[src/rtl/regfile_wb.sv]
// Decode-stage integer register file fed by the writeback commit port.
// Two bypassed read ports, a halted-core debug port and a commit counter.
module regfile_wb #(
  parameter int XLEN = 32,
  parameter int NREG = 32,
  localparam int AW = $clog2(NREG)
) (
  input  logic            clk,
  input  logic            Rst,
  input  logic            WB_ID_regwrite,
  input  logic [AW-1:0]   WB_ID_rd,
  input  logic [XLEN-1:0] WB_ID_res,
  input  logic [AW-1:0]   rs1_addr,
  input  logic [AW-1:0]   rs2_addr,
  output logic [XLEN-1:0] rs1_data,
  output logic [XLEN-1:0] rs2_data,
  input  logic            dbg,
  input  logic            dbg_req,
  input  logic            dbg_we,
  input  logic [AW-1:0]   dbg_addr,
  input  logic [XLEN-1:0] dbg_wdata,
  output logic            dbg_ack,
  output logic [XLEN-1:0] dbg_rdata,
  output logic [31:0]     wb_count
);

  typedef enum logic [1:0] {
    S_IDLE,
    S_BUSY,
    S_DONE
  } dbg_state_e;

  dbg_state_e state_q, state_d;

  logic [XLEN-1:0] regs_q [NREG];
  logic [31:0]     wb_count_q;
  logic            we_q;
  logic [AW-1:0]   addr_q;
  logic [XLEN-1:0] wdata_q;
  logic [XLEN-1:0] rdata_q;

  logic commit;
  logic lat_en;
  logic acc_en;
  logic dbg_wr;
  logic dbg_rd;

  assign commit = WB_ID_regwrite && (WB_ID_rd != '0);
  assign dbg_wr = acc_en && we_q && (addr_q != '0);
  assign dbg_rd = acc_en && !we_q;

  always_comb begin
    state_d = state_q;
    lat_en  = 1'b0;
    acc_en  = 1'b0;
    unique case (state_q)
      S_IDLE: begin
        if (dbg && dbg_req) begin
          state_d = S_BUSY;
          lat_en  = 1'b1;
        end
      end
      S_BUSY: begin
        // pipeline commits own the write port; the debug access waits
        if (!dbg) begin
          state_d = S_IDLE;
        end else if (!WB_ID_regwrite) begin
          state_d = S_DONE;
          acc_en  = 1'b1;
        end
      end
      S_DONE: begin
        if (!dbg || !dbg_req) begin
          state_d = S_IDLE;
        end
      end
      default: state_d = S_IDLE;
    endcase
  end

  always_ff @(posedge clk) begin
    if (Rst) begin
      state_q <= S_IDLE;
      we_q    <= 1'b0;
      addr_q  <= '0;
      wdata_q <= '0;
      rdata_q <= '0;
    end else begin
      state_q <= state_d;
      if (lat_en) begin
        we_q    <= dbg_we;
        addr_q  <= dbg_addr;
        wdata_q <= dbg_wdata;
      end
      if (dbg_rd) begin
        rdata_q <= (addr_q == '0) ? '0 : regs_q[addr_q];
      end
    end
  end

  always_ff @(posedge clk) begin
    if (Rst) begin
      for (int i = 0; i < NREG; i++) begin
        regs_q[i] <= '0;
      end
      wb_count_q <= '0;
    end else begin
      if (commit) begin
        regs_q[WB_ID_rd] <= WB_ID_res;
        wb_count_q       <= wb_count_q + 32'd1;
      end else if (dbg_wr) begin
        regs_q[addr_q] <= wdata_q;
      end
    end
  end

  always_comb begin
    rs1_data = '0;
    if (rs1_addr != '0) begin
      if (WB_ID_regwrite && (WB_ID_rd == rs1_addr)) begin
        rs1_data = WB_ID_res;
      end else begin
        rs1_data = regs_q[rs1_addr];
      end
    end
  end

  always_comb begin
    rs2_data = '0;
    if (rs2_addr != '0) begin
      if (WB_ID_regwrite && (WB_ID_rd == rs2_addr)) begin
        rs2_data = WB_ID_res;
      end else begin
        rs2_data = regs_q[rs2_addr];
      end
    end
  end

  assign dbg_ack   = (state_q == S_DONE);
  assign dbg_rdata = rdata_q;
  assign wb_count  = wb_count_q;

endmodule

[config.mk]
export PLATFORM = sky130hd
export DESIGN_NAME = regfile_wb
export DESIGN_NICKNAME = d
export VERILOG_FILES = /design/src/rtl/regfile_wb.sv
export SDC_FILE = /design/constraint.sdc
export NUM_CORES = 2
export LEC_CHECK = 0
export CELL_PAD_IN_SITES_DETAIL_PLACEMENT = 0
export CELL_PAD_IN_SITES_GLOBAL_PLACEMENT = 2
export CORE_MARGIN = 5
export CORE_UTILIZATION = 49
export CTS_CLUSTER_DIAMETER = 150
export DETAILED_ROUTE_END_ITERATION = 16
export PLACE_DENSITY_LB_ADDON = 0.3
export SYNTH_ARGS = -nofsm -noshare
export SYNTH_HDL_FRONTEND = slang
export SYNTH_SLANG_ARGS = --single-unit
[constraint.sdc]
create_clock -name clk -period 8.7 [get_ports clk]
set_clock_uncertainty 0.05 [all_clocks]
set_input_delay 2.175 -clock clk [delete_from_list [all_inputs] [get_ports clk]]
set_output_delay 2.175 -clock clk [all_outputs]
set_load 0.02 [all_outputs]
* Word level (Yosys, flattened, before mapping) *
Memory sizes are Yosys's and may differ from the RTL's. A register that Yosys moved wholly into a read port is not among the register bits.
Index checks and enable logic that the tools add are counted.

operators by class
  shifts and indexed selects = 0
  reductions and logical operators = 20
  bitwise operators = 0
  multiplexer cells = 32
  magnitude comparators = 0
  eq/ne operators = 7
  add/sub/neg operators = 1
  multiply operators = 0
  divide/modulo/power cells = 0

operator list
  operator                                               count
  two-way mux 32 bit                                     7
  OR reduction 32 bit                                    2
  adder 32 x 1 -> 32 bit, second input constant          1
  two-way mux 5 bit                                      4
  nonzero test 5 bit                                     4
  two-way mux 1 bit                                      16
  == test 5 bit                                          2
  two-way mux 2 bit                                      4
  logical AND 1 bit                                      7
  one-hot mux 2 bit (3 select lines)                     1
  logical NOT 5 bit                                      1
  logical NOT 1 bit                                      3
  inequality test 3 bit, second input constant           1
  AND reduction 3 bit                                    1
  == test 2 x 1 -> 1 bit, second input constant          1
  == test 2 bit, second input constant                   1
  logical NOT 2 bit                                      1
  inequality test 2 x 1 -> 1 bit, second input constant  1
  inequality test 2 bit, second input constant           1
  logical OR 1 bit                                       1

word-level totals
  bits in read-only memories = 0
  register bits = 104
  logic and storage cells = 67
  memories = 1
  memory bits (writable) = 1024
  latch bits = 0

memory list
  name    depth  bits a word  read ports  clocked after memory_dff  write ports  RTL line  source
  regs_q  32     32           3           1                         32           35        logic [XLEN-1:0] regs_q [NREG];

* Logic depth before layout (Yosys ltp) *
  depth in word-level cells = 11
  mapped depth = 10
  mapped depth without buffers = 5

* Worst setup path after synthesis *
Ideal clock, no wire load.

  path type = in2out
  from = in rs1_addr[0]
  to = out rs1_data[27]
  buffers on the path = 5
  setup slack = 2008 ps
  data arrival time = 4467 ps
  cell stages on the path = 9
  required time = 6475 ps
  path through = buf_2 -> buf_2 -> buf_2 -> buf_4 -> buf_2 -> mux2i_1 -> a221oi_1 -> a21oi_1 -> o32ai_1

between the ends
  cells in the longest elaborated chain, start to end = 4
  elaborated cells between the ends (all ways) = 6
  classes of those cells = 1 x eq/ne; 2 x mux; 2 x reduce/logical; 1 x memory

RTL lines
  item                                                                          RTL line  source
  start, declared                                                               13        input logic [AW-1:0] rs1_addr,
  parallel branches: the longest is 3 deep, another holds memory (32 x 32 bit)  n/a
  two-way mux 32 bit (*)                                                        119       if (rs1_addr != '0) begin
  end, declared                                                                 15        output logic [XLEN-1:0] rs1_data,

Mark *: on every way between the ends.

* Worst setup path after layout *
  from = in WB_ID_rd[0]
  to = out rs2_data[18]

between the ends
  cells in the longest elaborated chain, start to end = 4

RTL lines
  item                RTL line  source
  start, declared     11        input logic [AW-1:0] WB_ID_rd,
  == test 5 bit       131       if (WB_ID_regwrite && (WB_ID_rd == rs2_addr)) begin
  logical AND 1 bit   131
  two-way mux 32 bit  131
  two-way mux 32 bit  130       if (rs2_addr != '0) begin
  end, declared       16        output logic [XLEN-1:0] rs2_data,

Every way passes these cells.

==> impl_metrics.csv <==
group,metric,value,unit
status,status,"completed",
hold_path,hold_class,"flop to flop",
floorplan,io_pins,219,
hold_path,min_from,"wdata_q[21]",
finish,drive_gt1_frac,0.265,
clocking,clockBufferDepth,3,
synth,syn_inst,4871,
synth,yosysTopAreaCell,"edfxtp_1",
sta,relSlewSlack,0.0668,
synth,synth.avg_cell_area,13.7,um^2
place,placed_cell_area,0.0715,mm^2
synth,synth_edf_count,1024,
clocking,htreeDepth,4,
synth,syn_area,0.0666,mm^2
floorplan,core_area,0.135,mm^2
setup_path,endpoint_kind,"output pin",
synth,yosysUniqueCellTypes,73,
run,maxCapViolations,0,
clocking,postCtsSetupRepairBufs,0,
setup_path,timing.rr.start,"addr_q[0]",
place,dp.cells,6513,
setup_path,reg2reg_slack,3.43,ns
finish,nets,4958,
place,dp_hpwl,172000,um
power,seqPwrFrac,0.444,
power,p_leak,23.6,nW
routing,vias,52200,
clocking,clockRootBuffer,"clkbuf_16",
setup_path,required,6.48,ns
sta,finalSetupTns,0,ns
power,peakVddDrop,0.192,mV
power,intPower,10.5,mW
global_routing,grt_pass1_vias,51000,
global_routing,overflow,0,
clocking,cts_resized,0,
routing,ant_nets,0,
power,p_sw_frac,0.277,
global_routing,grt_start_max_net_pins,105,
global_routing,grt_usage,0.398,
sta,worst_slew_pin_slew,1.40,ns
synth,ys_seq_area_frac,0.494,
power,netSwitchingPower,4.03,mW
synth,synth.top_cell.area_share,0.462,
clocking,path_clk_slew,0.06,ns
setup_path,worstSetupEndpoint,"rs2_data[18]",
sta,fmax,128,MHz
clocking,clock_latency,0.78,ns
setup_path,worstSetupPathType,"input pin to output pin",
routing,drt-initial-drc-count,8701,
clocking,cts.sinks,1133,
finish,final_common_cell,"edfxtp_1",
setup_path,cp-startpoint,"WB_ID_rd[0]",
sta,fin_crit,7.84,ns
setup_path,worst-r2r-cell-count,7,
synth,synth_ff_type,"edfxtp_1",
routing,drcViolationCount,0,
routing,vias_per_cell,7.72,
sta,hold_viol_final,0,
synth,synth_warnings,0,
clocking,cts_tree,"done",
routing,avgRoutedWirePerCell,42.6,um
synth,ys_async_sr_fraction,0,
clocking,hold_buffers,0,
global_routing,grt_pass1_wl,398000,um
clocking,cts_buffers,133,
floorplan,dieWidth,379,um
finish,area_growth,13.7,%
sta,setup_viol,0,
floorplan,die-area,0.143,mm^2
finish,final_cell_area,0.0757,mm^2
place,gp_congestion,0.937,
floorplan,die_h,379,um
setup_path,worstPathMaxFanout,10,
power,combPwrFrac,0.169,
floorplan,rows,135,
finish,fin_cells,6757,
sta,rsz0062_at_grt,"false",
place,port_buffers,218,
routing,routed_wirelength,288000,um
floorplan,initial_core_util,0.492,
finish,final_cell_mix,"1,024 x edfxtp_1, 757 x nor3_1, 741 x mux4_2, 360 x nor2_1, 290 x mux2i_1",
setup_path,worstPathArrival,5.61,ns
power,p_per_area,192,mW/mm^2
setup_path,setup.worst_path.start_class,"input pin",
sta,slew_viol_final,0,
power,power_frac_clock,0.387,
routing,first_pass_iters,6,
setup_path,r2r_end,"regs_q[26][11]",
synth,yosys-top-cells-area,"edfxtp_1 46%, mux4_2 25%, nor3_1 5.7%, mux2i_1 4.8%, dfxtp_1 3.3%",
sta,fin_crit_sh,0.901,
synth,ys_seq_elements,1133,
global_routing,antenna_found_initial,12,
-- critical path: stages --
cell and delay, ns:
clkdlybuf4s50_1 0.65, xnor2_1 0.24, nand4_1 0.38, o21a_1 0.78, o21ai_0 0.21, o211ai_1 0.87, buf_4 0.29
-- cell usage after synthesis, drive strengths merged (4+ instances only) --
master	instances
a2111oi	5
a211o	24
a211oi	63
a21oi	103
a221o	32
a221oi	52
a22oi	11
a311o	4
a32oi	6
and2	7
and3	9
and4	5
buf	223
clkbuf	380
dfxtp	109
edfxtp	1024
inv	19
mux2	31
mux2i	323
mux4	741
nand2	138
nand2b	6
nand3	29
nand4	16
nor2	361
nor2b	70
nor3	759
nor3b	4
nor4	7
o2111ai	5
o21a	6
o21ai	106
o221ai	7
o22ai	95
o311ai	4
o32ai	4
or2	8
or3	8
xnor2	22
xor2	5
-- power by group through the flow --
stage	Clock, mW	Combinational [mW]	Sequential (mW)
after floorplan	0	1.45	6.47
after global placement	0	2.38	6.54
after detailed placement	0	2.39	6.56
after CTS	5.64	2.39	6.45
after global routing	5.86	2.50	6.49
final	5.63	2.46	6.47
-- per-layer routing --
layer | up-vias | track usage | part of all wire
li1 | 19700 | - | -
met3 | 1128 | 0.126 | 0.15
met1 | 26600 | 0.509 | 0.33
met4 | 8 | 0.264 | 0.084
met5 | - | 0 | 0.00017
met2 | 4746 | 0.588 | 0.44
-- per-stage QoR --
step / worst slack [ns] / hold WS, ns / util / power (mW)
after detailed placement: 0.951 / 0.413 / 0.528 / 8.95
after CTS: 0.934 / 0.422 / 0.560 / 14.5
after global placement: 0.915 / 0.406 / 0.528 / 8.92
after global routing: 0.822 / 0.436 / 0.560 / 14.9
after floorplan: 2.01 / 0.386 / - / 7.92
final: 0.862 / 0.418 / 0.560 / 14.6
-- worst min-delay path by stage --
stage             endpoint  slack [ns]  cells past startpoint
2_1_floorplan   wdata_q[0]        0.39                      2
3_3_place_gp   wdata_q[10]        0.41                      2
3_5_place_dp   wdata_q[21]        0.41                      2
4_1_cts         wdata_q[5]        0.42                      2
5_1_grt         wdata_q[8]        0.44                      2
6_report       wdata_q[21]        0.42                      2
-- state kept, by name, summed over array words and instances, names as in the netlist, named ones only --
name       flops
regs_q      1024
wdata_q       32
state_q        2
dbg_rdata     32
wb_count      32
we_q           1
addr_q         5
-- cell type report --
cell class	count	area, um^2
diodes	9	22.5
clock buffers	191	3820
clock inverters	44	435
fillers	10800	59600
inverters	20	80.1
multi-input cells	3146	32000
flip-flops and latches	1133	32900
well taps	1781	2230
repair buffers	433	4180
-- logic make-up after synthesis --
family                     share of synthesized area
AOI/OAI and AO/OA                             0.0570
DFF                                            0.494
buffers and inverters                         0.0382
and+or+nand+nor                                0.102
xor gates and xnor gates                     0.00355
other                                      0.0000563
adders and majority gates                   0.000188
muxes                                          0.304
Note: power is estimated with default switching activity, not from simulation.
